`src/rtl/uart_io_ctrl_if.sv`:
```
// Bus bundle between the DataMem UART registers, the UART core
// and the controller that sequences them.
interface uart_io_ctrl_if #(
    parameter int DATA_W = 8
);
    logic              tx_wr;
    logic [DATA_W-1:0] tx_wdata;
    logic              rx_rd;
    logic [DATA_W-1:0] rx_rdata;
    logic [1:0]        irq_en;
    logic              clr_ovr;
    logic              tx_full;
    logic              tx_empty;
    logic              rx_empty;
    logic              rx_overrun;
    logic [DATA_W-1:0] UART_TXD;
    logic              TX_EN;
    logic              TX_STATUS;
    logic [DATA_W-1:0] UART_RXD;
    logic              RX_EFF;
    logic              RX_READ;
    logic              interrupt;

    modport master (
        output tx_wr, tx_wdata, rx_rd, irq_en, clr_ovr,
        output TX_STATUS, UART_RXD, RX_EFF,
        input  rx_rdata, tx_full, tx_empty, rx_empty, rx_overrun,
        input  UART_TXD, TX_EN, RX_READ, interrupt
    );

    modport slave (
        input  tx_wr, tx_wdata, rx_rd, irq_en, clr_ovr,
        input  TX_STATUS, UART_RXD, RX_EFF,
        output rx_rdata, tx_full, tx_empty, rx_empty, rx_overrun,
        output UART_TXD, TX_EN, RX_READ, interrupt
    );
endinterface

```
`src/rtl/uart_io_ctrl.sv`:
```
// UART sequencer: TX FIFO + TX_EN/TX_STATUS handshake,
// RX_EFF/RX_READ capture into an RX FIFO, level interrupt.
module uart_io_ctrl #(
    parameter int DATA_W   = 8,
    parameter int TX_DEPTH = 4,
    parameter int RX_DEPTH = 4
) (
    input logic           clk,
    input logic           reset,
    uart_io_ctrl_if.slave bus
);
    localparam int TX_AW = $clog2(TX_DEPTH);
    localparam int RX_AW = $clog2(RX_DEPTH);
    localparam logic [TX_AW:0] TX_MAX = (TX_AW + 1)'(TX_DEPTH);
    localparam logic [RX_AW:0] RX_MAX = (RX_AW + 1)'(RX_DEPTH);

    typedef enum logic [1:0] {
        TX_IDLE,
        TX_START,
        TX_WAIT_BUSY,
        TX_WAIT_DONE
    } tx_state_t;

    typedef enum logic {
        RX_IDLE,
        RX_ACK
    } rx_state_t;

    tx_state_t tx_state;
    rx_state_t rx_state;

    logic [DATA_W-1:0] tx_mem [TX_DEPTH];
    logic [TX_AW-1:0]  tx_wptr;
    logic [TX_AW-1:0]  tx_rptr;
    logic [TX_AW:0]    tx_cnt;

    logic [DATA_W-1:0] rx_mem [RX_DEPTH];
    logic [RX_AW-1:0]  rx_wptr;
    logic [RX_AW-1:0]  rx_rptr;
    logic [RX_AW:0]    rx_cnt;

    logic [DATA_W-1:0] txd_q;
    logic              tx_en_q;
    logic              rx_read_q;
    logic              ovr_q;
    logic              irq_q;

    logic tx_full, tx_empty, rx_full, rx_empty;
    logic tx_push, tx_pop, rx_push, rx_pop;
    logic rx_cap, ovr_set;

    assign tx_full  = (tx_cnt == TX_MAX);
    assign tx_empty = (tx_cnt == '0);
    assign rx_full  = (rx_cnt == RX_MAX);
    assign rx_empty = (rx_cnt == '0);

    // START is only entered with a non-empty FIFO, so its pop is always legal
    assign tx_pop  = (tx_state == TX_START);
    assign tx_push = bus.tx_wr && (!tx_full || tx_pop);
    assign rx_pop  = bus.rx_rd && !rx_empty;
    assign rx_cap  = (rx_state == RX_IDLE) && bus.RX_EFF;
    assign rx_push = rx_cap && (!rx_full || rx_pop);
    assign ovr_set = rx_cap && !rx_push;

    // FIFO storage; contents are don't-care until written
    always_ff @(posedge clk) begin
        if (tx_push) tx_mem[tx_wptr] <= bus.tx_wdata;
        if (rx_push) rx_mem[rx_wptr] <= bus.UART_RXD;
    end

    // TX FIFO pointers and occupancy
    always_ff @(posedge clk or posedge reset) begin
        if (reset) begin
            tx_wptr <= '0;
            tx_rptr <= '0;
            tx_cnt  <= '0;
        end else begin
            if (tx_push) tx_wptr <= tx_wptr + 1'b1;
            if (tx_pop)  tx_rptr <= tx_rptr + 1'b1;
            case ({tx_push, tx_pop})
                2'b10:   tx_cnt <= tx_cnt + 1'b1;
                2'b01:   tx_cnt <= tx_cnt - 1'b1;
                default: tx_cnt <= tx_cnt;
            endcase
        end
    end

    // RX FIFO pointers and occupancy
    always_ff @(posedge clk or posedge reset) begin
        if (reset) begin
            rx_wptr <= '0;
            rx_rptr <= '0;
            rx_cnt  <= '0;
        end else begin
            if (rx_push) rx_wptr <= rx_wptr + 1'b1;
            if (rx_pop)  rx_rptr <= rx_rptr + 1'b1;
            case ({rx_push, rx_pop})
                2'b10:   rx_cnt <= rx_cnt + 1'b1;
                2'b01:   rx_cnt <= rx_cnt - 1'b1;
                default: rx_cnt <= rx_cnt;
            endcase
        end
    end

    // TX sequencer: launch one byte, then track the transmitter busy/idle cycle
    always_ff @(posedge clk or posedge reset) begin
        if (reset) begin
            tx_state <= TX_IDLE;
            txd_q    <= '0;
            tx_en_q  <= 1'b0;
        end else begin
            tx_en_q <= 1'b0;
            case (tx_state)
                TX_IDLE: begin
                    if (!tx_empty && bus.TX_STATUS) tx_state <= TX_START;
                end
                TX_START: begin
                    txd_q    <= tx_mem[tx_rptr];
                    tx_en_q  <= 1'b1;
                    tx_state <= TX_WAIT_BUSY;
                end
                TX_WAIT_BUSY: begin
                    if (!bus.TX_STATUS) tx_state <= TX_WAIT_DONE;
                end
                TX_WAIT_DONE: begin
                    if (bus.TX_STATUS) tx_state <= TX_IDLE;
                end
                default: tx_state <= TX_IDLE;
            endcase
        end
    end

    // RX capture: acknowledge each byte once, even when it must be dropped
    always_ff @(posedge clk or posedge reset) begin
        if (reset) begin
            rx_state  <= RX_IDLE;
            rx_read_q <= 1'b0;
            ovr_q     <= 1'b0;
        end else begin
            rx_read_q <= 1'b0;
            case (rx_state)
                RX_IDLE: begin
                    if (bus.RX_EFF) begin
                        rx_read_q <= 1'b1;
                        rx_state  <= RX_ACK;
                    end
                end
                RX_ACK: begin
                    if (!bus.RX_EFF) rx_state <= RX_IDLE;
                end
                default: rx_state <= RX_IDLE;
            endcase
            if (ovr_set)          ovr_q <= 1'b1;
            else if (bus.clr_ovr) ovr_q <= 1'b0;
        end
    end

    // Level interrupt, registered from the current FIFO/FSM status
    always_ff @(posedge clk or posedge reset) begin
        if (reset) begin
            irq_q <= 1'b0;
        end else begin
            irq_q <= (bus.irq_en[0] && !rx_empty) ||
                     (bus.irq_en[1] && tx_empty && (tx_state == TX_IDLE));
        end
    end

    assign bus.rx_rdata   = rx_empty ? '0 : rx_mem[rx_rptr];
    assign bus.tx_full    = tx_full;
    assign bus.tx_empty   = tx_empty;
    assign bus.rx_empty   = rx_empty;
    assign bus.rx_overrun = ovr_q;
    assign bus.UART_TXD   = txd_q;
    assign bus.TX_EN      = tx_en_q;
    assign bus.RX_READ    = rx_read_q;
    assign bus.interrupt  = irq_q;
endmodule

```
`src/flat_wrapper.sv`:
```
// flat-port wrapper written by rule: the top's interface ports become plain ports
module uart_io_ctrl_flat 
#(
    parameter int DATA_W   = 8,
    parameter int TX_DEPTH = 4,
    parameter int RX_DEPTH = 4
)
  (clk, reset, bus_tx_wr, bus_tx_wdata, bus_rx_rd, bus_irq_en, bus_clr_ovr, bus_TX_STATUS, bus_UART_RXD, bus_RX_EFF, bus_rx_rdata, bus_tx_full, bus_tx_empty, bus_rx_empty, bus_rx_overrun, bus_UART_TXD, bus_TX_EN, bus_RX_READ, bus_interrupt);
  uart_io_ctrl_if #(.DATA_W(DATA_W)) bus_i ();
  input logic clk;
  input logic reset;
  input wire logic [$bits(bus_i.tx_wr)-1:0] bus_tx_wr;
  input wire logic [$bits(bus_i.tx_wdata)-1:0] bus_tx_wdata;
  input wire logic [$bits(bus_i.rx_rd)-1:0] bus_rx_rd;
  input wire logic [$bits(bus_i.irq_en)-1:0] bus_irq_en;
  input wire logic [$bits(bus_i.clr_ovr)-1:0] bus_clr_ovr;
  input wire logic [$bits(bus_i.TX_STATUS)-1:0] bus_TX_STATUS;
  input wire logic [$bits(bus_i.UART_RXD)-1:0] bus_UART_RXD;
  input wire logic [$bits(bus_i.RX_EFF)-1:0] bus_RX_EFF;
  output wire logic [$bits(bus_i.rx_rdata)-1:0] bus_rx_rdata;
  output wire logic [$bits(bus_i.tx_full)-1:0] bus_tx_full;
  output wire logic [$bits(bus_i.tx_empty)-1:0] bus_tx_empty;
  output wire logic [$bits(bus_i.rx_empty)-1:0] bus_rx_empty;
  output wire logic [$bits(bus_i.rx_overrun)-1:0] bus_rx_overrun;
  output wire logic [$bits(bus_i.UART_TXD)-1:0] bus_UART_TXD;
  output wire logic [$bits(bus_i.TX_EN)-1:0] bus_TX_EN;
  output wire logic [$bits(bus_i.RX_READ)-1:0] bus_RX_READ;
  output wire logic [$bits(bus_i.interrupt)-1:0] bus_interrupt;
  assign bus_i.tx_wr = bus_tx_wr;
  assign bus_i.tx_wdata = bus_tx_wdata;
  assign bus_i.rx_rd = bus_rx_rd;
  assign bus_i.irq_en = bus_irq_en;
  assign bus_i.clr_ovr = bus_clr_ovr;
  assign bus_i.TX_STATUS = bus_TX_STATUS;
  assign bus_i.UART_RXD = bus_UART_RXD;
  assign bus_i.RX_EFF = bus_RX_EFF;
  assign bus_rx_rdata = bus_i.rx_rdata;
  assign bus_tx_full = bus_i.tx_full;
  assign bus_tx_empty = bus_i.tx_empty;
  assign bus_rx_empty = bus_i.rx_empty;
  assign bus_rx_overrun = bus_i.rx_overrun;
  assign bus_UART_TXD = bus_i.UART_TXD;
  assign bus_TX_EN = bus_i.TX_EN;
  assign bus_RX_READ = bus_i.RX_READ;
  assign bus_interrupt = bus_i.interrupt;
  uart_io_ctrl #(.DATA_W(DATA_W), .TX_DEPTH(TX_DEPTH), .RX_DEPTH(RX_DEPTH)) u_core (.clk(clk), .reset(reset), .bus(bus_i));
endmodule
```
`config.mk`:
```
export PLATFORM = sky130hd
export DESIGN_NAME = uart_io_ctrl_flat
export DESIGN_NICKNAME = d
export VERILOG_FILES = /design/src/rtl/uart_io_ctrl_if.sv /design/src/rtl/uart_io_ctrl.sv /design/src/flat_wrapper.sv
export SDC_FILE = /design/constraint.sdc
export NUM_CORES = 1
export LEC_CHECK = 0
export ABC_CLOCK_PERIOD_IN_PS = 3350
export CAP_MARGIN = 10
export CORE_MARGIN = 2
export CORE_UTILIZATION = 49
export DETAILED_ROUTE_END_ITERATION = 10
export GPL_TIMING_DRIVEN = 0
export PLACE_DENSITY = 0.8
export SLEW_MARGIN = 20
export SYNTH_ARGS = -nofsm -noshare
export SYNTH_HDL_FRONTEND = slang
export SYNTH_SLANG_ARGS = --single-unit
```
`constraint.sdc`:
```
create_clock -name clk -period 3.35 [get_ports clk]
set_input_delay 0.67 -clock clk [delete_from_list [all_inputs] [get_ports clk]]
set_output_delay 0.67 -clock clk [all_outputs]
set_load 0.02 [all_outputs]
```
# ---- Word level (Yosys, flattened, before mapping)
# Memory sizes are Yosys's and may differ from the RTL's. A register that Yosys moved wholly into a read port is not among the register bits.
# Index checks and enable logic that the tools add are counted.
dict set report op_classes {
  add_sub_neg 8
  n_eq_ne 12
  n_mux 16
  n_bitwise 1
  reduce_logical 24
}
# operator count
set ops {}
lappend ops {{$pmux W3 S2} 2}
lappend ops {{$logic_and A1 B1 Y1} 9}
lappend ops {{$mux W1} 9}
lappend ops {{$add A2 B1 Y2 const B} 4}
lappend ops {{$eq A2 B2 Y1 const B} 4}
lappend ops {{$mux W8} 1}
lappend ops {{$pmux W2 S4} 1}
lappend ops {{$add A3 B1 Y3 const B} 2}
lappend ops {{$eq A2 B1 Y1 const B} 3}
lappend ops {{$eq A3 B3 Y1 const B} 2}
lappend ops {{$logic_not A3 Y1} 2}
lappend ops {{$mux W2} 3}
lappend ops {{$reduce_bool A2 Y1} 3}
lappend ops {{$sub A3 B1 Y3 const B} 2}
lappend ops {{$logic_not A1 Y1} 5}
lappend ops {{$ne A2 B2 Y1 const B} 2}
lappend ops {{$logic_or A1 B1 Y1} 3}
lappend ops {{$reduce_and A3 Y1} 1}
lappend ops {{$logic_not A2 Y1} 1}
lappend ops {{$ne A2 B1 Y1 const B} 1}
lappend ops {{$not A1 Y1} 1}
dict set report totals {
  regBits 21
  mem_bits_rw 64
  inputBits 25
  out_inout_bits 23
  n_memories 2
}
# memory words word_bits rd rd_ports_with_merged_regs wr line
set memory_table {}
lappend memory_table {u_core.rx_mem 4 8 1 0 1 uart_io_ctrl.sv:37} ;# logic [DATA_W-1:0] rx_mem [RX_DEPTH];
lappend memory_table {u_core.tx_mem 4 8 1 1 1 uart_io_ctrl.sv:32} ;# logic [DATA_W-1:0] tx_mem [TX_DEPTH];

# ---- Depth between registers and ports, before layout
# Gate-level depths: netlist of run 1.
dict set report logic_depth {
  ltp_word 8
  mapped_depth 9
}

# ---- Worst setup path after synthesis of run 1
# Ideal clock, no wire load.
dict set report synth_timing {
  path_kind {input -> register}
  from {input port bus_rx_rd}
  to {register u_core.rx_cnt[2]}
  setup_time_ps 79
  arrival_ps 2364
  t_required_ps 3271
  path_slack_ps 907
  path_stages 9
  path_cell_list {or4b_4 > and2_4 > inv_1 > ha_1 > inv_1 > fa_1 > xor2_1 > nor2_1 > xor2_1}
}
dict set report synth_via {
  elab_chain_cells 5
}
# element line
set synth_rtl {}
lappend synth_rtl {{start: declaration} flat_wrapper.sv:14} ;# input wire logic [$bits(bus_i.rx_rd)-1:0] bus_rx_rd;
lappend synth_rtl {{$logic_and A1 B1 Y1 *} uart_io_ctrl.sv:60} ;# assign rx_pop = bus.rx_rd && !rx_empty;
lappend synth_rtl {{$logic_or A1 B1 Y1} uart_io_ctrl.sv:62} ;# assign rx_push = rx_cap && (!rx_full || rx_pop);
lappend synth_rtl {{$logic_and A1 B1 Y1} uart_io_ctrl.sv:62}
lappend synth_rtl {{$eq A2 B1 Y1 / $eq A2 B2 Y1 (equally long branches)} uart_io_ctrl.sv:97} ;# case ({rx_push, rx_pop})
lappend synth_rtl {{$pmux W3 S2 / $reduce_bool A2 Y1 (equally long branches)} -}
lappend synth_rtl {{end signal: assignment} uart_io_ctrl.sv:98} ;# 2'b10: rx_cnt <= rx_cnt + 1'b1;
lappend synth_rtl {{end signal: assignment} uart_io_ctrl.sv:99} ;# 2'b01: rx_cnt <= rx_cnt - 1'b1;
lappend synth_rtl {{end signal: assignment} uart_io_ctrl.sv:100} ;# default: rx_cnt <= rx_cnt;
lappend synth_rtl {{end: declaration} uart_io_ctrl.sv:40} ;# logic [RX_AW:0] rx_cnt;
# Mark *: on every way between the ends. The rest lies on a longest branch, timed or not.
# A chain may end at the register's enable or synchronous reset.

# ---- Worst setup path in the final report of run 1
dict set report layout_timing {
  from {register u_core.rx_rptr[0]}
  to {output port bus_rx_rdata[3]}
}
dict set report layout_via {
  elab_chain_cells 2
}
# element line
set layout_rtl {}
lappend layout_rtl {{start: declaration} uart_io_ctrl.sv:39} ;# logic [RX_AW-1:0] rx_rptr;
lappend layout_rtl {{start signal: assignment} uart_io_ctrl.sv:96} ;# if (rx_pop) rx_rptr <= rx_rptr + 1'b1;
lappend layout_rtl {{$mem_v2 Z4 W8} -}
lappend layout_rtl {{$mux W8} uart_io_ctrl.sv:168} ;# assign bus.rx_rdata = rx_empty ? '0 : rx_mem[rx_rptr];
lappend layout_rtl {{end: declaration} flat_wrapper.sv:20} ;# output wire logic [$bits(bus_i.rx_rdata)-1:0] bus_rx_rdata;
# No other way between the ends.

==> results of run 1 <==
[power breakdown]
| group | internal, mW | switching [mW] | total [mW] |
|---|---|---|---|
| Clock | 0.371 | 0.390 | 0.760 |
| Sequential | 1.53 | 0.137 | 1.67 |
| Combinational | 0.825 | 0.780 | 1.61 |
| Total | 2.72 | 1.31 | 4.03 |
[how the worst min path moves through the flow]
stage,startpoint,endpoint,cells past startpoint
final,u_core.rx_state,u_core.bus.rx_overrun,1
after global routing,u_core.rx_state,u_core.bus.rx_overrun,1
after CTS,u_core.rx_state,u_core.bus.rx_overrun,1
after detailed placement,u_core.rx_state,u_core.bus.rx_overrun,1
after global placement,u_core.rx_state,u_core.bus.rx_overrun,1
after floorplan,u_core.rx_state,u_core.bus.rx_overrun,1
[sequential cells by signal, indices dropped and copies added, names as in the netlist, 2 cells and up]
register and flops:
u_core.rx_mem 32, u_core.tx_mem 32, u_core.bus.UART_TXD 8, u_core.rx_cnt 3, u_core.tx_cnt 3, u_core.rx_rptr 2, u_core.rx_wptr 2, u_core.tx_rptr 2
u_core.tx_state 2, u_core.tx_wptr 2
[through the flow]
step           worst slack [ns]  total power, mW  utilization [%]
2_1_floorplan             0.907             2.77                -
3_3_place_gp              0.353             3.27             58.3
3_5_place_dp              0.337             3.33             58.3
4_1_cts                   0.414             4.08             61.0
5_1_grt                   0.352             4.29             61.0
6_report                  0.455             4.03             61.0
[layout by cell type, fill, tap and decap left out, types with 2 or more instances in the layout]
| cell | synthesis | routed |
|---|---|---|
| sky130_fd_sc_hd__dfrtp_1 | 29 | 29 |
| sky130_fd_sc_hd__nor2_1 | 2 | 2 |
| sky130_fd_sc_hd__nand2_1 | 4 | 4 |
| sky130_fd_sc_hd__xor2_1 | 5 | 5 |
| sky130_fd_sc_hd__and3_1 | 4 | 4 |
| sky130_fd_sc_hd__a21oi_1 | 3 | 3 |
| sky130_fd_sc_hd__nor2b_1 | 3 | 3 |
| sky130_fd_sc_hd__or3_1 | 2 | 2 |
| sky130_fd_sc_hd__clkbuf_1 | 4 | 4 |
| sky130_fd_sc_hd__nand3_1 | 2 | 2 |
| sky130_fd_sc_hd__inv_1 | 18 | 17 |
| sky130_fd_sc_hd__buf_6 | 2 | 2 |
| sky130_fd_sc_hd__edfxtp_1 | 64 | 64 |
| sky130_fd_sc_hd__mux4_2 | 13 | 13 |
| sky130_fd_sc_hd__clkdlybuf4s50_1 | 0 | 46 |
| sky130_fd_sc_hd__mux4_1 | 3 | 3 |
| sky130_fd_sc_hd__buf_2 | 3 | 3 |
| sky130_fd_sc_hd__ha_1 | 13 | 13 |
| sky130_fd_sc_hd__xnor2_1 | 4 | 4 |
| sky130_fd_sc_hd__o21ai_0 | 3 | 3 |
| sky130_fd_sc_hd__mux2_2 | 9 | 9 |
| sky130_fd_sc_hd__fa_1 | 2 | 2 |
| sky130_fd_sc_hd__and2_1 | 13 | 13 |
| sky130_fd_sc_hd__inv_6 | 0 | 2 |
| sky130_fd_sc_hd__clkbuf_8 | 0 | 10 |
[final cells by class]
| class | instances | area, um2 |
|---|---|---|
| clock inverter | 6 | 68.8 |
| fill | 570 | 3010 |
| tap | 102 | 128 |
| inverter | 18 | 67.6 |
| timing repair buffer | 46 | 460 |
| buffer | 9 | 52.6 |
| multi-input combinational | 106 | 1150 |
| sequential | 93 | 2650 |
| clock buffer | 10 | 138 |
[routing by layer]
metal  vias up  part of all wire [%]
met5         -                     0
met4         0                   1.0
met2        46                    51
li1        953                     -
met3         6                   5.5
met1      1025                    43
[cells by family after synthesis]
kind of cell    after synthesis  share of synthesized area (%)
flops                        93                           67.5
simple gates                 38                           6.13
buf+inv                      27                           3.06
mux                          27                           12.7
compound gates               16                           2.97
fa+ha+maj                    15                           5.17
xor+xnor                     10                           2.43
[worst max-delay path: cells and delay by family, from the launching register on]
kind,cells,cell delay [ns]
buffers and inverters,2,0.83
flip-flops,1,0.33
multiplexers,1,0.55
AND/OR/NAND/NOR,1,0.17
==> run summary, run 1 <==
The area of the placeable core came out at 0.00773 mm2. The horizontal die dimension is 93.4 um. Setup repair after global routing left no endpoint under its margin.

The number of vias per cell after detailed routing came out at 5.21. The net count after synthesis came out at ~270. The summed negative setup slack over all endpoints is 0 ns. The overflow left after global routing came out at 0.

The hold buffer count at CTS came out at 0. On the final layout, the worst hold slack is 0.484 ns. The post-cts repair resize count is 0. At the end of routability-driven placement, the weighted congestion stood at ~0.75. The initial core utilization is approximately 51%. The reported max-cap violation count came out at 0. The number of H-tree levels came out at 3.

Of all cell types, the one taking the most synthesized area is sky130_fd_sc_hd__edfxtp_1. In this run the clock root is driven by a sky130_fd_sc_hd__clkbuf_8. The slew at the pin with the worst max-slew slack came out at around 0.64 ns. The count of vias placed by the detailed router came out at between 2000 and 2500. After legalization and detailed placement, the total HPWL measured ~4300 um. The post-synthesis sequential element count is 93. The number of hold violations in the final report is 0. Clock skew on the completed layout was measured at approximately 0.010 ns. The post-synthesis instance area is slightly below 0.004 mm2.

STA classifies the critical path endpoint as an output port. The residual DRC count is 0. The total of warnings raised by yosys came out at 0.

In this run the most used layer during global routing was met2. The number of setup buffers added after CTS came out at 0. The number of search-and-repair iterations in the first detailed-routing pass came out at 4. The growth of design area from synthesis to finish came out at 20.3%. The worst max-slew margin expressed relative to the limit is 57.6%. The wire length after detailed routing is 6220 um. The post-route netlist has between 15 and 20% of its cells at a drive strength greater than 1. The clock drives 93 sinks. sky130_fd_sc_hd__edfxtp_1 is the most common cell in the netlist. The worst setup path is launched from a flip-flop. The static power due to leakage is around 1.8 nW. The max-slew violation total from the final report came out at 0. In this run the core area contains 32 standard-cell rows. The area share of the largest cell type after synthesis came out at between 40% and 50%. The number of flops mapped to enable cells by yosys came out at 64. The DRC violation total after the first TritonRoute iteration came out at 117. The arrival time at the worst endpoint is approximately 2.2 ns.

Global routing consumed, over all layers together, between 15 and 20% of the routing resources. For this run, the register share of the synthesized area comes to between 60% and 70%. During placement, the flow inserted port buffers numbering 46. The synthesized area per cell is approximately 17 um2. Walking the worst path, the cells encountered are buf_2 > mux4_2 > and2_1 > clkdlybuf4s50_1.

The worst register-to-register path has a setup slack of roughly 0.73 ns. After layout, the minimum clock period comes to 2.90 ns. The total power density per cell area is 855 mW/mm2.

Once layout is done, the placed cells without fillers occupy 0.00471 mm2. After clock tree synthesis, the clock-pin slew on the worst setup and hold paths is around 0.09 ns. The I/O pin count came out at 48. The total inserted antenna cells is 0.

The number of global-route vias before repair came out at about 2100. The cell count of the worst reg-to-reg path came out at 9. Global routing used between 5 and 6% of the available met3 tracks. The number of clock buffers inserted by TritonCTS came out at 9. The start of the worst register-to-register path is u_core.tx_state[1]. In the post-synthesis netlist, the biggest area contributors are sky130_fd_sc_hd__edfxtp_1 49%, sky130_fd_sc_hd__dfrtp_1 19%, sky130_fd_sc_hd__mux4_2 7.5%, sky130_fd_sc_hd__ha_1 4.1%, sky130_fd_sc_hd__mux2_2 2.6%.

The post-synthesis instance total came out at 226. The most used flip-flop cell after synthesis is sky130_fd_sc_hd__edfxtp_1. In this run the worst setup path terminates at bus_rx_rdata[3].

In this run the critical register-to-register path is captured at u_core.tx_cnt[2]. The number of standard cells in the layout, taps in and fillers out is slightly below 400. The category of the most critical setup path is flip-flop to output port. The number of antenna violations at the first check in global routing came to 1. The count of distinct cell types in the synthesized netlist came out at 43.

The deepest clock path buffer count is 2. The detailed-route wire length per cell came out at about 16 um. The required time of the critical path is roughly 2.7 ns. Sorting the synthesized cells by how often they occur yields 64 x sky130_fd_sc_hd__edfxtp_1, 29 x sky130_fd_sc_hd__dfrtp_1, 18 x sky130_fd_sc_hd__inv_1. The floorplan step defined a die boundary enclosing just under 0.009 mm2. In this run the worst path has a maximum fanout of 10.

The number of routed nets with antenna violations is 0. Global routing used a little over a quarter of the available met2 tracks. Timing would allow up to 0.345 GHz. Global routing used between 15 and 20% of the available met1 tracks. The flow ran to the end, and the final reports show no timing, DRC or antenna violations.

In this run the worst hold path is classified as flip-flop to flip-flop. The clock tree from TritonCTS is done. Summing all placed instances gives a cell area of about 0.0045 mm2. The maximum cell stage delay along the critical path is 0.55 ns. The worst-skew pair later-pin latency came out at ~0.35 ns. For this run, asynchronously set or reset flops after synthesis account for between 30% and 40%. The wire length of the first global-routing pass is approximately 10000 um. The worst path uses just under 90% of the clock period. In this run the worst setup path begins at u_core.rx_rptr[0]. After the last flow step, the layout net total stands at 323.

Entering global routing, the biggest net connects 30 pins. The worst voltage drop across the vdd grid came out at 0.000387 V. The instance count after placement with tap cells included came out at 374.

The standard cell with the maximum stage delay on the critical path is sky130_fd_sc_hd__mux4_2. The chip height came out at 93.4 um. The count of endpoints failing setup in the final report is 0.
Power figures use the tool's default switching activity.
==> run 2: changes to the inputs <==
--- a/config.mk
+++ b/config.mk
@@ -8,10 +8,10 @@
 export ABC_CLOCK_PERIOD_IN_PS = 3350
 export CAP_MARGIN = 10
 export CORE_MARGIN = 2
-export CORE_UTILIZATION = 49
+export CORE_UTILIZATION = 55
 export DETAILED_ROUTE_END_ITERATION = 10
 export GPL_TIMING_DRIVEN = 0
-export PLACE_DENSITY = 0.8
+export PLACE_DENSITY = 0.87
 export SLEW_MARGIN = 20
 export SYNTH_ARGS = -nofsm -noshare
 export SYNTH_HDL_FRONTEND = slang
==> run summary, run 2 (synthesis gave the netlist of run 1 again) <==
Run status: complete, no violations (unchanged). The maximum cell stage delay along the critical path came out at 0.54 ns (was 0.55 ns). The clock tree from TritonCTS was done (unchanged).

The number of setup buffers added after CTS came out at 0 (unchanged). The number of vias per cell after detailed routing is 5.33 (was 5.21). The I/O pin count is 48 (unchanged). The overflow left after global routing was 0 (unchanged). The post-cts repair resize count is 0 (unchanged).

The maximum clock rate came out at 0.345 GHz (about the same). The post-layout net count is 323 (unchanged). Most used cells in the layout excluding fill and tap cells: 64 x sky130_fd_sc_hd__edfxtp_1, 46 x sky130_fd_sc_hd__clkdlybuf4s50_1, 29 x sky130_fd_sc_hd__dfrtp_1, 17 x sky130_fd_sc_hd__inv_1 (unchanged).

The count of endpoints failing setup in the final report is 0 (unchanged). The critical path launch point type is a flip-flop (unchanged). The hold buffer count at CTS is 0 (unchanged). The highest net fanout along the worst path is 10 (unchanged). The growth of design area from synthesis to finish came to 20.5% (was 20.3%).

The cell at the root of the clock tree is sky130_fd_sc_hd__clkbuf_8 (unchanged). The summed negative setup slack over all endpoints is 0 ns (unchanged). The reported max-cap violation count is 0 (unchanged). The endpoint kind of the worst setup timing path was an output port (unchanged). The number of H-tree levels is 3 (unchanged). The number of port buffers came out at 46 (unchanged). The area of the placeable core is 0.00683 mm2 (was 0.00773 mm2). The total inserted antenna cells came out at 0 (unchanged). The pin count of the biggest net entering global routing is 30 (unchanged).

The number of routed nets with antenna violations came to 0 (unchanged). The placed wire-length estimate was 4360 um (was 4270 um). The residual DRC count is 0 (unchanged). The initial core utilization came out at 57.4% (was 50.7%). The slew at the pin with the worst max-slew slack is 0.606 ns (was 0.635 ns). The shortest period the worst path allows came out at 2.90 ns (about the same). The max-slew violation total from the final report is 0 (unchanged). The final critical-path share of the clock period is 86.5% (was 86.4%). The static power due to leakage came to 1.78 nW (was 1.77 nW).

The deepest clock path buffer count is 2 (unchanged). The worst voltage drop across the vdd grid was 0.000426 V (was 0.000387 V). The worst setup skew after layout is 0.00875 ns (was 0.0105 ns). The kind of cell adding the most delay to the critical path is buffers and inverters (unchanged).

The number of search-and-repair iterations in the first detailed-routing pass came out at 4 (unchanged). The clock-pin slew of the registers on the worst-case setup and hold paths came out at 0.09 ns (about the same). The total clock sinks is 93 (unchanged). The number of clock buffers inserted by TritonCTS came out at 9 (unchanged). The worst hold-check path type is flip-flop to flip-flop (unchanged).

The number of fillers in the final layout was 465 (was 570). The wire length after detailed routing came out at 6380 um (was 6220 um). The chip height was 88.4 um (was 93.4 um).

The most common cell after layout, fill and taps aside was sky130_fd_sc_hd__edfxtp_1 (unchanged). The worst-skew pair later-pin latency is 0.36 ns (was 0.35 ns). The detailed-route wire length per cell came to 16.6 um (was 16.0 um). The arrival time at the worst endpoint is 2.23 ns (about the same). The standard cell with the maximum stage delay on the critical path is sky130_fd_sc_hd__mux4_2 (unchanged). The total power density per cell area came to 870 mW/mm2 (was 855 mW/mm2).

The number of hold violations in the final report came out at 0 (unchanged). The routability congestion estimate came out at 0.761 (was 0.750). The row count is 30 (was 32). The number of global-route vias before repair was 2187 (was 2085). The sum of buffers and inverters on the critical path is 2 (unchanged). The required time of the critical path is 2.68 ns (about the same). The overall global routing resource usage came out at 18.6% (was 15.4%). The number of antenna violations at the first check in global routing was 0 (was 1).

The area of the die is 0.00782 mm2 (was 0.00873 mm2). The overall power consumption came out at 4.11 mW (was 4.03 mW). The horizontal die dimension came out at 88.4 um (was 93.4 um). Cells along the critical path: buf_2 > mux4_2 > and2_1 > clkdlybuf4s50_1 (unchanged). Unrepaired setup endpoints after global routing: false (unchanged). The DRC violation total after the first TritonRoute iteration is 103 (was 117). The wire length of the first global-routing pass is 10400 um (was 10000 um). The fraction of final layout cells sized beyond drive strength 1 came out at 17.4% (was 17.7%). The count of vias placed by the detailed router is 2048 (was 2030). The worst max-slew margin expressed relative to the limit is 59.6% (was 57.6%).

The category of the most critical setup path is flip-flop to output port (unchanged).
-- run 2: changes by cell type in the layout (fill, tap and decap cells not counted) --
cell	before	now
sky130_fd_sc_hd__bufinv_16	1	2
sky130_fd_sc_hd__inv_8	0	1
sky130_fd_sc_hd__inv_6	2	1
sky130_fd_sc_hd__clkinvlp_4	1	0
sky130_fd_sc_hd__clkbuf_1	4	5
sky130_fd_sc_hd__clkbuf_8	10	9
-- run 2: metrics by stage --
step	instances	util [%]	hold WS, ns	worst slack (ns)	instance area [um2]
4_1_cts	384	69.1	0.488	0.412	4720
3_3_place_gp	368	65.9	0.458	0.327	4500
5_1_grt	384	69.1	0.514	0.338	4720
6_report	384	69.1	0.484	0.454	4720
2_1_floorplan	226	-	0.444	0.907	3920
3_5_place_dp	368	65.9	0.476	0.300	4500
-- run 2: area by class of cell --
type                       instances  area [um2]  share of cell area [%]
sequential                        93        2650                    56.1
multi-input combinational        106        1150                    24.4
timing repair buffer              46         460                    9.75
clock buffer                      10         128                    2.70
tap                               96         120                    2.54
clock inverter                     6        93.8                    1.99
inverter                          18        67.6                    1.43
buffer                             9        52.6                    1.11
-- run 2: path summary, 6_finish.rpt --
check	startpoint	to	slack (ns)	cells after the start
max	u_core.rx_rptr[0]	bus_rx_rdata[0]	0.45	4
min	u_core.rx_state	u_core.bus.rx_overrun	0.48	1
max reg2reg	u_core.tx_state[1]	u_core.tx_cnt[2]	0.73	9
min reg2reg	u_core.rx_state	u_core.bus.rx_overrun	0.48	1
max in group asynchronous	reset	u_core.bus.RX_READ	2.24	2
min in group asynchronous	reset	u_core.tx_state[0]	0.70	2
-- run 2: report_power, final --
part           internal [mW]  leakage, nW  switching (mW)
logic                  0.830        0.736           0.793
registers               1.53        0.930           0.133
clock network          0.428        0.113           0.396
total                   2.79         1.78            1.32
-- run 2: layer usage --
metal  global-route usage, %  up-vias  routed length [um]
li1                        -      954                   -
met1                    22.4     1032                2640
met2                    31.4       53                3320
met3                    5.50        9                 320
met4                    7.71        0                 102
met5                       0        -                   0
==> run 3: changes to the inputs <==
--- a/config.mk
+++ b/config.mk
@@ -12,7 +12,8 @@
 export DETAILED_ROUTE_END_ITERATION = 10
 export GPL_TIMING_DRIVEN = 0
 export PLACE_DENSITY = 0.87
-export SLEW_MARGIN = 20
+export RECOVER_POWER = 100
+export SLEW_MARGIN = 0
 export SYNTH_ARGS = -nofsm -noshare
 export SYNTH_HDL_FRONTEND = slang
 export SYNTH_SLANG_ARGS = --single-unit
==> run summary, run 3 (synthesis gave the netlist of run 1 again) <==
The static power due to leakage came out at 1.79 nW (was 1.78 nW). The initial core utilization was 57.4% (unchanged). Run status: complete, no violations (unchanged).

The hold path startpoint is u_core.rx_state (unchanged). The category of the most critical setup path is flip-flop to output port (unchanged). The maximum cell stage delay along the critical path is 0.64 ns (was 0.54 ns). The setup slack at placement is 0.300 ns (unchanged). The setup slack on the worst flop-to-flop path is 0.50 ns (was 0.73 ns).

The arrival time at the worst endpoint is 2.36 ns (was 2.23 ns). The clock tree from TritonCTS is done (unchanged). The post-layout net count was 324 (was 323).

The met2 capacity usage during global routing is 31.4% (unchanged). The fraction of final layout cells sized beyond drive strength 1 was 15.6% (was 17.4%). The residual DRC count is 0 (unchanged).

The critical path launch point type was a flip-flop (unchanged). The cell area after placement came to 0.00450 mm2 (unchanged). The hold buffer count at CTS came out at 0 (unchanged). The chip height came out at 88.4 um (unchanged). The number of H-tree levels came out at 3 (unchanged). The start of the worst register-to-register path is u_core.tx_state[1] (unchanged). The number of routed nets with antenna violations is 0 (unchanged). The reported max-cap violation count came out at 0 (unchanged). The multi-input gate area in the final layout was 0.00114 mm2 (was 0.00115 mm2). The hold-critical path depth is 1 (unchanged).

The total clock sinks is 93 (unchanged). The detailed-route wire length per cell is 16.6 um (about the same). The met3 global-route usage came out at 5.50% (unchanged). The growth of design area from synthesis to finish came out at 20.1% (was 20.5%). The shortest period the worst path allows is 3.03 ns (was 2.90 ns).

The worst-skew pair later-pin latency is 0.37 ns (was 0.36 ns). The most common cell after layout, fill and taps aside is sky130_fd_sc_hd__edfxtp_1 (unchanged). The pin count of the biggest net entering global routing was 30 (unchanged). The number of global-route vias before repair is 2187 (unchanged). The row count was 30 (unchanged).

The max-slew violation total from the final report is 0 (unchanged). The endpoint kind of the worst setup timing path was an output port (unchanged). The total inserted antenna cells came out at 0 (unchanged). The slew at the pin with the worst max-slew slack was 1.01 ns (was 0.606 ns). Most used cells in the layout excluding fill and tap cells: 64 x sky130_fd_sc_hd__edfxtp_1, 41 x sky130_fd_sc_hd__dlygate4sd3_1, 29 x sky130_fd_sc_hd__dfrtp_1, 18 x sky130_fd_sc_hd__inv_1 (was 64 x sky130_fd_sc_hd__edfxtp_1, 46 x sky130_fd_sc_hd__clkdlybuf4s50_1, 29 x sky130_fd_sc_hd__dfrtp_1, 17 x sky130_fd_sc_hd__inv_1). The number of hold violations in the final report is 0 (unchanged). The count of endpoints failing setup in the final report is 0 (unchanged). The worst setup skew after layout came out at 0.00888 ns (was 0.00875 ns). The global-route track usage on met1 came out at 22.4% (unchanged). The total power density per cell area came to 855 mW/mm2 (was 870 mW/mm2). The number of setup buffers added after CTS came to 0 (unchanged).

The standard cell with the maximum stage delay on the critical path was sky130_fd_sc_hd__dlygate4sd3_1 (was sky130_fd_sc_hd__mux4_2). The endpoint of the lowest-slack register-to-register path is u_core.tx_cnt[2] (unchanged). The wire length after detailed routing came out at 6400 um (was 6380 um). The DRC violation total after the first TritonRoute iteration came out at 103 (unchanged). The end of the worst hold path is u_core.bus.rx_overrun (unchanged). The worst max-slew margin expressed relative to the limit came to 32.9% (was 59.6%). The wire length of the first global-routing pass came out at 10400 um (unchanged). Cells along the critical path: clkbuf_2 > mux4_2 > and2_1 > dlygate4sd3_1 (was buf_2 > mux4_2 > and2_1 > clkdlybuf4s50_1). The number of fillers in the final layout is 470 (was 465). The register area is 0.00265 mm2 (unchanged). The area of the placeable core is 0.00683 mm2 (unchanged). The highest net fanout along the worst path is 10 (unchanged). Unrepaired setup endpoints after global routing: false (unchanged). The final design area excluding fillers came to 0.00471 mm2 (was 0.00472 mm2).

The routing layer with the top usage in global route was met2 (unchanged). The post-cts repair resize count came out at 0 (unchanged). The deepest clock path buffer count came out at 2 (unchanged). The clock-pin slew of the registers on the worst-case setup and hold paths came out at 0.09 ns (about the same). The maximum clock rate came out at 0.330 GHz (was 0.345 GHz). The I/O pin count came out at 48 (unchanged). The overall global routing resource usage was 18.6% (unchanged).

The sum of buffers and inverters on the critical path is 2 (unchanged). The area of the die is 0.00782 mm2 (unchanged). The number of antenna violations at the first check in global routing is 0 (unchanged). The horizontal die dimension came to 88.4 um (unchanged).

The summed negative setup slack over all endpoints was 0 ns (unchanged). The cell count of the worst reg-to-reg path is 9 (unchanged). The number of port buffers is 46 (unchanged). The routability congestion estimate came out at 0.761 (unchanged).

The required time of the critical path is 2.68 ns (about the same). The overflow left after global routing was 0 (unchanged). The kind of cell adding the most delay to the critical path was buffers and inverters (unchanged). The count of vias placed by the detailed router is 2053 (was 2048).

The placed wire-length estimate is 4360 um (about the same). The number of vias per cell after detailed routing came out at 5.33 (about the same). The final worst-path setup slack is 0.319 ns (was 0.454 ns). The worst hold-check path type is flip-flop to flip-flop (unchanged). The number of search-and-repair iterations in the first detailed-routing pass is 4 (unchanged). The cell at the root of the clock tree is sky130_fd_sc_hd__clkbuf_8 (unchanged).

The final critical-path share of the clock period is 90.5% (was 86.5%). The worst voltage drop across the vdd grid is 0.000422 V (was 0.000426 V). The number of clock buffers inserted by TritonCTS came out at 9 (unchanged).
run 3: cell types whose count changed in the layout (fill, tap and decap cells not counted), sizes merged:
cell	previous run	this run
clkdlybuf4s50	46	5
dlygate4sd3	0	41
buf	5	3
clkbuf	14	17
run 3: layer usage:
metal,share of wire [%],up-vias
li1,-,957
met1,42,1034
met2,52,56
met3,5.0,6
met4,1.4,0
met5,0,-
run 3: worst max path at each step:
stage	from	endpoint	depth (start not counted)
after floorplan	bus_rx_rd	u_core.rx_cnt[2]	9
after global placement	bus_rx_rd	u_core.rx_cnt[2]	10
after detailed placement	bus_rx_rd	u_core.rx_cnt[2]	10
after CTS	u_core.rx_rptr[0]	bus_rx_rdata[0]	4
after global routing	u_core.rx_rptr[0]	bus_rx_rdata[5]	4
final	u_core.rx_rptr[0]	bus_rx_rdata[7]	4
run 3: power by group:
| part | total [mW] | leakage (nW) | internal (mW) | switching (mW) |
|---|---|---|---|---|
| logic | 1.54 | 0.750 | 0.753 | 0.788 |
| registers | 1.66 | 0.930 | 1.53 | 0.130 |
| clock network | 0.828 | 0.113 | 0.428 | 0.399 |
| total | 4.03 | 1.79 | 2.71 | 1.32 |
run 3: cell type report:
cell class / count / area share [%]
flip-flops and latches: 93 / 56.2
multi-input cells: 106 / 24.3
repair buffers: 47 / 9.86
clock buffers: 10 / 2.71
well taps: 96 / 2.55
clock inverters: 6 / 1.99
inverters: 18 / 1.44
plain buffers: 9 / 0.957
run 3: worst reg2reg max path, delay by kind of cell (launching register included):
| kind | cells | cell delay [ns] |
|---|---|---|
| AO/OA/AOI/OAI | 2 | 0.27 |
| flip-flops | 1 | 0.42 |
| buffers and inverters | 3 | 0.90 |
| AND/OR/NAND/NOR | 2 | 0.60 |
| adder cells (fa/ha/maj) | 2 | 0.59 |
run 3: through the flow:
step | util [%] | hold WS (ns) | cells | total power [mW]
6_report | 68.9 | 0.488 | 385 | 4.03
5_1_grt | 68.9 | 0.517 | 385 | 4.28
4_1_cts | 69.1 | 0.488 | 384 | 4.16
3_5_place_dp | 65.9 | 0.476 | 368 | 3.33
3_3_place_gp | 65.9 | 0.458 | 368 | 3.25
2_1_floorplan | - | 0.444 | 226 | 2.77
